--- src/rtl/vga_timing_pkg.sv ---
// Shared VGA timing constants and FSM state encoding, used by the timing receiver
// and by the display controller.
package vga_timing_pkg;

  localparam int VGA_H_PERIOD_CLK = 3200;
  localparam int VGA_V_LINES      = 525;
  localparam int VGA_TOL          = 4;
  localparam int VGA_LOCK_FRAMES  = 2;

  localparam logic [1:0] ST_SEARCH  = 2'd0;
  localparam logic [1:0] ST_ACQUIRE = 2'd1;
  localparam logic [1:0] ST_LOCKED  = 2'd2;

  // True when a measured line length lies within +/- tol of the nominal length.
  function automatic logic period_in_tol(input logic [11:0] period, input int nominal,
                                         input int tol);
    int diff;
    diff = int'(period) - nominal;
    return (diff <= tol) && (diff >= -tol);
  endfunction

endpackage

--- src/rtl/sync_edge_detect.sv ---
// Two-flop synchronizer for an asynchronous active-low sync pin, followed by a
// registered one-cycle falling-edge pulse (pulse is valid 3 clk after the pin edge).
module sync_edge_detect (
  input  logic clk,
  input  logic rst_n,
  input  logic din,
  output logic fall
);

  // [0],[1] form the synchronizer; [2] holds the previous synchronized level.
  logic [2:0] sync_q, sync_d;
  logic       fall_q, fall_d;

  always_comb begin
    sync_d = {sync_q[1:0], din};
    fall_d = sync_q[2] & ~sync_q[1];
  end

  always_ff @(posedge clk or negedge rst_n) begin
    if (!rst_n) begin
      sync_q <= 3'b111;
      fall_q <= 1'b0;
    end else begin
      sync_q <= sync_d;
      fall_q <= fall_d;
    end
  end

  assign fall = fall_q;

endmodule

--- src/rtl/vga_timing_receiver.sv ---
// Recovers pixel/line position from raw VGA sync pulses, measures line and frame
// timing, and locks once consecutive frames match the nominal timing.
module vga_timing_receiver
  import vga_timing_pkg::*;
#(
  parameter int H_PERIOD_CLK = VGA_H_PERIOD_CLK,
  parameter int V_LINES      = VGA_V_LINES,
  parameter int TOL          = VGA_TOL,
  parameter int LOCK_FRAMES  = VGA_LOCK_FRAMES
) (
  input  logic        clk,
  input  logic        rst_n,
  input  logic        hSync,
  input  logic        vSync,
  output logic [9:0]  hCount,
  output logic [9:0]  vCount,
  output logic        locked,
  output logic [11:0] line_period,
  output logic [9:0]  frame_lines,
  output logic        frame_tick,
  output logic        err
);

  localparam int TMO_LIM = 2 * H_PERIOD_CLK;
  localparam int TMO_W   = $clog2(TMO_LIM + 1);
  localparam int GC_W    = $clog2(LOCK_FRAMES + 1);

  logic hfall, vfall;

  sync_edge_detect u_hsync (.clk(clk), .rst_n(rst_n), .din(hSync), .fall(hfall));
  sync_edge_detect u_vsync (.clk(clk), .rst_n(rst_n), .din(vSync), .fall(vfall));

  logic [1:0]       state_q, state_d;
  logic [GC_W-1:0]  good_cnt_q, good_cnt_d;
  logic [11:0]      period_q, period_d;
  logic [TMO_W-1:0] tmo_q, tmo_d;
  logic [9:0]       vcount_q, vcount_d;
  logic [11:0]      line_period_q, line_period_d;
  logic [9:0]       frame_lines_q, frame_lines_d;
  logic             bad_seen_q, bad_seen_d;
  logic             locked_q, locked_d;
  logic             frame_tick_q, frame_tick_d;
  logic             err_q, err_d;

  logic [11:0]     period_inc;
  logic [9:0]      vcount_inc, lines_closing;
  logic [GC_W-1:0] good_cnt_inc;
  logic            line_bad, frame_good, timeout;

  // Line length counts the hfall cycle too, so a 3200-clk line measures 3200.
  assign period_inc    = (period_q == 12'hFFF) ? period_q : period_q + 12'd1;
  assign vcount_inc    = (vcount_q == 10'h3FF) ? vcount_q : vcount_q + 10'd1;
  assign line_bad      = hfall && !period_in_tol(period_inc, H_PERIOD_CLK, TOL);
  // A line ending on the frame edge still belongs to the frame that is closing.
  assign lines_closing = hfall ? vcount_inc : vcount_q;
  assign frame_good    = !bad_seen_q && !line_bad && (lines_closing == 10'(V_LINES));
  // The 12-bit period counter cannot reach 2 lines, so a wider counter tracks timeout.
  assign timeout       = (tmo_q == TMO_W'(TMO_LIM));
  assign good_cnt_inc  = good_cnt_q + GC_W'(1);

  always_comb begin
    period_d      = hfall ? 12'd0 : period_inc;
    tmo_d         = hfall ? '0 : (timeout ? tmo_q : tmo_q + TMO_W'(1));
    line_period_d = hfall ? period_inc : line_period_q;
    vcount_d      = vfall ? 10'd0 : lines_closing;
    frame_lines_d = vfall ? lines_closing : frame_lines_q;
    bad_seen_d    = vfall ? 1'b0 : (bad_seen_q | line_bad);
    frame_tick_d  = vfall;
  end

  always_comb begin
    state_d    = state_q;
    good_cnt_d = good_cnt_q;
    err_d      = 1'b0;
    case (state_q)
      ST_SEARCH: begin
        if (vfall) begin
          state_d    = ST_ACQUIRE;
          good_cnt_d = '0;
        end
      end
      ST_ACQUIRE: begin
        if (timeout) begin
          state_d    = ST_SEARCH;
          good_cnt_d = '0;
        end else if (vfall) begin
          if (!frame_good) begin
            good_cnt_d = '0;
          end else begin
            good_cnt_d = good_cnt_inc;
            if (good_cnt_inc == GC_W'(LOCK_FRAMES)) state_d = ST_LOCKED;
          end
        end
      end
      ST_LOCKED: begin
        if (timeout || line_bad || (vfall && !frame_good)) begin
          state_d = ST_SEARCH;
          err_d   = 1'b1;
        end
      end
      default: state_d = ST_SEARCH;
    endcase
    locked_d = (state_q == ST_LOCKED);
  end

  always_ff @(posedge clk or negedge rst_n) begin
    if (!rst_n) begin
      state_q       <= ST_SEARCH;
      good_cnt_q    <= '0;
      period_q      <= '0;
      tmo_q         <= '0;
      vcount_q      <= '0;
      line_period_q <= '0;
      frame_lines_q <= '0;
      bad_seen_q    <= 1'b0;
      locked_q      <= 1'b0;
      frame_tick_q  <= 1'b0;
      err_q         <= 1'b0;
    end else begin
      state_q       <= state_d;
      good_cnt_q    <= good_cnt_d;
      period_q      <= period_d;
      tmo_q         <= tmo_d;
      vcount_q      <= vcount_d;
      line_period_q <= line_period_d;
      frame_lines_q <= frame_lines_d;
      bad_seen_q    <= bad_seen_d;
      locked_q      <= locked_d;
      frame_tick_q  <= frame_tick_d;
      err_q         <= err_d;
    end
  end

  assign hCount      = period_q[11:2];
  assign vCount      = vcount_q;
  assign locked      = locked_q;
  assign line_period = line_period_q;
  assign frame_lines = frame_lines_q;
  assign frame_tick  = frame_tick_q;
  assign err         = err_q;

endmodule

--- config.mk ---
export PLATFORM = sky130hd
export DESIGN_NAME = vga_timing_receiver
export DESIGN_NICKNAME = d
export VERILOG_FILES = /design/src/rtl/vga_timing_pkg.sv /design/src/rtl/sync_edge_detect.sv /design/src/rtl/vga_timing_receiver.sv
export SDC_FILE = /design/constraint.sdc
export NUM_CORES = 1
export LEC_CHECK = 0
export CAP_MARGIN = 20
export CORE_ASPECT_RATIO = 1.1
export CORE_UTILIZATION = 31
export DETAILED_ROUTE_END_ITERATION = 8
export HOLD_SLACK_MARGIN = 0.02
export RECOVER_POWER = 100
export REMOVE_ABC_BUFFERS = 1
export SLEW_MARGIN = 10
export SYNTH_ARGS = -nofsm -noshare
export SYNTH_HDL_FRONTEND = slang
export SYNTH_SLANG_ARGS = --single-unit
--- constraint.sdc ---
create_clock -name clk -period 5.2 [get_ports clk]
set_input_delay 0.52 -clock clk [delete_from_list [all_inputs] [get_ports clk]]
set_output_delay 0.52 -clock clk [all_outputs]
set_load 0.02 [all_outputs]
==> metrics.md, run 1 <==
| Metric | Value |
|---|---|
| Outcome | complete, no violations |
| Antenna violations before repair | 0 |
| Row count | 41 |
| Hold buffers post-CTS | 0 |
| Clock-pin slew on the worst setup and hold paths | 0.06 ns |
| Post-synth EDFFs | 0 |
| First-pass GRT wire length | 13230 um |
| Design Area, Final | 4493 um^2 |
| Avg Inst Size Synth | 10.67 um^2 |
| Avg WL per Cell | 14.43 um |
| Slew @ Worst Pin | 1.081 ns |
| Final hold violation count | 0 |
| Initial drt markers | 128 |
| Crit Path Category | flip-flop to flip-flop |
| Footprint of the multi-input gates | 1575 um^2 |
| Syn Inst Count | 344 |
| Largest area contributor in the netlist | dfrtp_1 |
| I/O pin cnt | 49 |
| Final wirelength | 7763 um |
| Global route total overflow | 0 |
| Critical Path Start Type | flip-flop |
| Worst Path Required | 5.47 ns |
| Post-CTS Resized | 0 |
| Clock latency on the worst-skew pair | 0.33 ns |
| Top-area cell type share of the netlist area | 45.69% |
| Setup crit end kind | flip-flop |
| CTS tree | yes |
| Via count | 2708 |
| Final ANT Viol Nets | 0 |
| Number of buffers added for setup after CTS | 0 |
| Vias per cell | 5.033 |
| Fillcell total | 1159 |
| Sequential element share of the synthesized area | 49.98% |
| Port Buffer Count | 48 |
| Worst Setup Slack, final | 1.930 ns |
| Syn. warnings | 0 |
| Chip width | 105.7 um |
| Worst-path cell chain | ha_1, nand3_1, o31ai_1, nand3b_1, a2111oi_0, nand4_1, or2_0, a211oi_1, mux2_1 |
| Post-Place Cells | 522 |
| Starting density of the core | 31.94% |
| Max stage delay on crit path | 0.55 ns |
| Total track usage | 13.90% |
| Post-DP Area | 4215 um^2 |
| PwrDens | 362.4 nW/um^2 |
| Maximum vdd drop | 194.0 uV |
| Post-layout min period | 3.270 ns |
| Slew margin rel. | 27.96% |
| FF+latch area | 1834 um^2 |
| Setup violations, final | 0 |
| Die ar. | 12280 um^2 |
| CP max-delay cell | o31ai_1 |
| Most frequent cells in the layout | dfrtp_1, dlygate4sd3_1, nor2_1 |
| Total negative slack | 0 ns |
| TritonCTS Sinks | 73 |
| Tcrit/Tclk final | 62.88% |
| Worst Path Max Fanout | 10 |
| Final std cells w/o fill | 538 |
| Drt pass-1 iters | 4 |
| Htree depth | 3 |
| Finished Core Util | 39.10% |
| Pleak | 0.002049 uW |
| CP arrival | 3.54 ns |
| TritonCTS Buffers | 9 |
| Clock Skews | 0.004365 ns |
| RSZ-0062 raised after global routing | false |
| Fraction of layout cells with a size suffix above 1 | 10.82% |
| Area of the mapped netlist | 3670 um^2 |
| Final #Nets | 395 |
| Count of max-cap constraint violations | 0 |
| F_max | 305.8 MHz |
| CTS root buf | clkbuf_16 |
| HP Class | flip-flop to flip-flop |
| Core ar. | 11490 um^2 |
| Commonest non-fill, non-tap cell in the layout | dfrtp_1 |
| DRC violations left | 0 |
| Dpl hpwl | 5314 um |
| Antenna cell count | 0 |
| Asr flop ratio synth | 100.0% |
| Netlist cell types | 58 |
| Synth area leaders | dfrtp_1, dfstp_2, mux2_2 |
| RD Place Congestion | 0.8097 |
| Die Ht | 116.1 um |
| Final Max Tran Viols | 0 |
| Synthesis-to-finish area growth | 22.43% |
| Largest net degree at the start of global routing | 74 |
| Vias in the first global route | 2709 |
| Clock tree buffer depth | 2 |
| Seq cells post-synth | 73 |
| Pre-CTS setup slack | 2.086 ns |
| Top_reg_cell synth | dfrtp_1 |
-- power by group --
group          switching [uW]  internal [uW]  total [uW]
combinational             138           99.9         238
clock                     234            481         715
sequential               54.6            621         675
total                     427           1200        1630
-- cells by family (layout without fill, tap and decap cells) --
group                      after synthesis  in the layout  synth area share (%)
and+or+nand+nor                        128            128                 19.30
AOI/OAI and AO/OA                       57             57                 11.59
xor gates and xnor gates                17             17                 4.262
DFF                                     73             73                 49.98
buffers and inverters                   38             82                 5.353
muxes                                   23             23                 6.785
adders and majority gates                8              8                 2.728
-- cells in the mapped netlist, types with 5 or more instances --
cell,number
dfrtp_1,67
nor2_1,37
a21oi_1,20
nand2_1,16
inv_1,14
mux2_2,14
nor2b_1,13
nand3_1,12
nand4_1,12
buf_4,11
ha_1,8
mux2i_1,8
xnor2_1,8
xor2_1,8
o21ai_0,7
a31oi_1,6
and3_1,6
clkbuf_1,6
dfstp_2,6
and2_1,5
-- critical path, delay by kind of cell (launching register included) --
family | cells | cell delay (ns)
AND/OR/NAND/NOR | 4 | 0.77
multiplexers | 1 | 0.20
flip-flops | 1 | 0.51
AO/OA/AOI/OAI | 3 | 1.41
adder cells (fa/ha/maj) | 1 | 0.32
-- metrics by stage --
step	hold slack [ns]	total power, uW
2_1_floorplan	0.2244	822.9
6_report	0.3605	1628
5_1_grt	0.3694	1708
3_3_place_gp	0.3460	935.2
4_1_cts	0.3561	1666
3_5_place_dp	0.3476	942.4
-- state kept, by name, summed over array words and instances (netlist names), 2 cells and up --
signal          cells
good_cnt_q          2
u_hsync.sync_q      3
vCount             10
line_period        12
frame_lines        10
tmo_q              13
state_q             2
u_vsync.sync_q      3
period_q           12
-- metal layers --
layer | track usage [%] | wire [um] | vias up
li1 | - | - | 1292
met1 | 17.29 | 3413 | 1334
met2 | 23.22 | 3859 | 72
met3 | 3.460 | 389 | 10
met4 | 5.833 | 100 | 0
met5 | 0 | 0 | -
-- cell type report --
type                       count  area share (%)
timing repair buffer          51           11.00
inverter                      15           1.253
tap                          150           4.177
sequential                    73           40.82
multi-input combinational    233           35.06
clock buffer                  11           5.402
clock inverter                 5           2.283
-- path summary, 6_finish.rpt --
check                             startpoint                end  slack [ns]  cells past startpoint
setup / recovery                   vCount[0]      good_cnt_q[0]        1.93                      9
max in group asynchronous              rst_n           tmo_q[5]        4.20                      2
min in group asynchronous              rst_n        period_q[5]        0.41                      2
hold / removal             u_vsync.sync_q[0]  u_vsync.sync_q[1]        0.36                      0
setup reg to reg                   vCount[0]      good_cnt_q[0]        1.93                      9
hold reg to reg            u_vsync.sync_q[0]  u_vsync.sync_q[1]        0.36                      0
No activity file was read; power rests on OpenSTA's default activity.
==> inputs of run 2 (changes only) <==
clock period = 2.7 ns   (was 5.2 ns; I/O delays follow)
==> metrics.md, run 2 (synthesized netlist as in run 1, its figures left out) <==
| Metric | Value |
|---|---|
| HP Class | flip-flop to flip-flop |
| Delay-heaviest family, CP | compound AO/OA/AOI/OAI gates |
| CTS tree | yes |
| RR Endpoint | state_q[1] |
| Worst Path Required | 2.97 ns (-2.50 ns) |
| Antenna violations before repair | 0 (unchanged) |
| Count of max-cap constraint violations | 1 (+1) |
| Port Buffer Count | 48 (unchanged) |
| Largest register FFs | 13 (unchanged) |
| I/O pin cnt | 49 (unchanged) |
| Synthesis-to-finish area growth | 34.03% |
| Post-DP Area | 4431 um^2 (+5.1%) |
| Clock-pin slew on the worst setup and hold paths | 0.06 ns (about the same) |
| First-pass GRT wire length | 13470 um (+1.8%) |
| Pleak | 0.002146 uW (+4.7%) |
| Row count | 41 (unchanged) |
| Setup crit end kind | flip-flop |
| Design Area, Final | 4918 um^2 (+9.5%) |
| Hold_sp | u_hsync.sync_q[0] |
| Post-layout min period | 2.633 ns (-0.6369 ns) |
| RSZ-0062 raised after global routing | true |
| Worst R2R Start | period_q[0] |
| TritonCTS Sinks | 73 (unchanged) |
| Chip width | 105.7 um (unchanged) |
| DRC violations left | 0 (unchanged) |
| Clock Skews | 0.008874 ns (+0.004509 ns) |
| PwrDens | 633.7 nW/um^2 (+75%) |
| Clock tree buffer depth | 2 (unchanged) |
| Post-Place Cells | 549 (+5.2%) |
| Fillcell total | 1109 (-4.3%) |
| Outcome | finished with violations |
| Final std cells w/o fill | 567 (+5.4%) |
| Final ANT Viol Nets | 0 (unchanged) |
| R2R setup slack | 0.07 ns (-1.86 ns) |
| Slew @ Worst Pin | 1.884 ns (+0.8038 ns) |
| Hold slack final | 0.3549 ns (-0.005573 ns) |
| Failing checks | capacitance limit, slew limit |
| Finished Core Util | 42.80% (+3.7 points) |
| Worst Path Max Fanout | 7 (-3) |
| Most frequent cells in the layout | dfrtp_1, nor2_1, dlygate4sd3_1 |
| Final wirelength | 8117 um (+4.6%) |
| Vias per cell | 4.864 (-3.4%) |
| Drt pass-1 iters | 4 (unchanged) |
| Commonest non-fill, non-tap cell in the layout | dfrtp_1 |
| Final hold violation count | 0 (unchanged) |
| Slew margin rel. | -25.62% (-54 points) |
| Worst-path cell chain | buf_4, and4_4, buf_4, a21oi_1, a21oi_4, nor4_2, nand3_1, o31a_1, a221oi_2, a22o_1 |
| CP arrival | 2.90 ns (-0.64 ns) |
| Hold buffers post-CTS | 0 (unchanged) |
| Starting density of the core | 31.94% (unchanged) |
| Top reg by flops | tmo_q |
| RD Place Congestion | 0.8556 (+5.7%) |
| CP max-delay cell | dfrtp_1 |
| Total track usage | 14.02% (+0.12 points) |
| Avg WL per Cell | 14.32 um (-0.79%) |
| Core ar. | 11490 um^2 (unchanged) |
| CTS root buf | clkbuf_16 |
| Via count | 2758 (+1.8%) |
| Die ar. | 12280 um^2 (unchanged) |
| Most frequent CP cell | buf_4 |
| Largest net degree at the start of global routing | 41 (-45%) |
| Initial drt markers | 114 (-11%) |
| Maximum vdd drop | 364.4 uV (+88%) |
| F_max | 379.8 MHz (+24%) |
| Reg2reg path depth | 10 (+1) |
| Vias in the first global route | 2755 (+1.7%) |
| Final Max Tran Viols | 34 (+34) |
| Fraction of layout cells with a size suffix above 1 | 23.98% (+13 points) |
| Hold Crit Depth | 0 (unchanged) |
| Crit Path Category | flip-flop to flip-flop |
| TritonCTS Buffers | 9 (unchanged) |
| Antenna cell count | 0 (unchanged) |
| Htree depth | 3 (unchanged) |
| Tcrit/Tclk final | 97.51% (+35 points) |
| Die Ht | 116.1 um (unchanged) |
| Worst hold path endpoint | u_hsync.sync_q[1] |
| Clock latency on the worst-skew pair | 0.33 ns (about the same) |
| Global route total overflow | 0 (unchanged) |
| Critical Path Start Type | flip-flop |
| Setup violations, final | 0 (unchanged) |
| Max stage delay on crit path | 0.40 ns (-0.15 ns) |
| Final #Nets | 424 (+7.3%) |
| Dpl hpwl | 5462 um (+2.8%) |
| Crit path buf inv count | 2 (+2) |
## run 2: cell types whose count changed in the layout (fill, tap and decap cells not counted), sizes merged
cell / change
clkinv: +1
dlygate4sd3: -20
bufinv: -1
clkbuf: +2
buf: +27
clkdlybuf4s50: +20
## run 2: where the power goes
| group | internal (uW) | switching (uW) | total (uW) |
|---|---|---|---|
| clock | 810 | 453 | 1260 |
| combinational | 254 | 320 | 575 |
| sequential | 1200 | 83.2 | 1280 |
## run 2: stage by stage
stage | setup WS [ns] | power, uW | TNS (ns)
2_1_floorplan | -0.1625 | 1585 | -0.7005
3_3_place_gp | 0.07163 | 1856 | 0
3_5_place_dp | 0.05420 | 1867 | 0
4_1_cts | 0.002428 | 3156 | 0
5_1_grt | -0.04680 | 3286 | -0.09069
6_report | 0.06718 | 3117 | 0
## run 2: layout make-up
type	instances	area (um^2)	share of cell area [%]
sequential	73	1836	37.32
inverter	15	56.30	1.145
timing repair buffer	80	732.0	14.88
clock inverter	5	81.33	1.654
tap	150	187.7	3.816
clock buffer	11	232.7	4.732
multi-input combinational	233	1793	36.45
## run 2: how the worst max path moves through the flow
stage | startpoint | to | cells past startpoint
CTS | period_q[0] | good_cnt_q[0] | 11
floorplan | u_hsync.fall | good_cnt_q[0] | 7
global placement | period_q[0] | state_q[1] | 10
detailed placement | period_q[0] | good_cnt_q[0] | 10
global route | period_q[0] | good_cnt_q[0] | 12
finish | period_q[0] | state_q[1] | 10
## run 2: metal layers
layer	track usage, %	part of all wire, %	up-vias
li1	-	-	1343
met1	18.07	47	1346
met2	22.83	48	64
met3	4.185	4.2	5
met4	4.352	0.91	0
met5	0	0	-
## run 2: timing repair
action                     CTS  global route
gates resized for setup      5            28
setup endpoints to repair    1             5
pin swaps                    3            18
buffers inserted             0             2
==> inputs of run 3 (changes only) <==
GPL_ROUTABILITY_DRIVEN = 0   (was unset)
==> results of run 3 <==
Same layout as run 2: the final DEF is identical, and so are final timing and power.
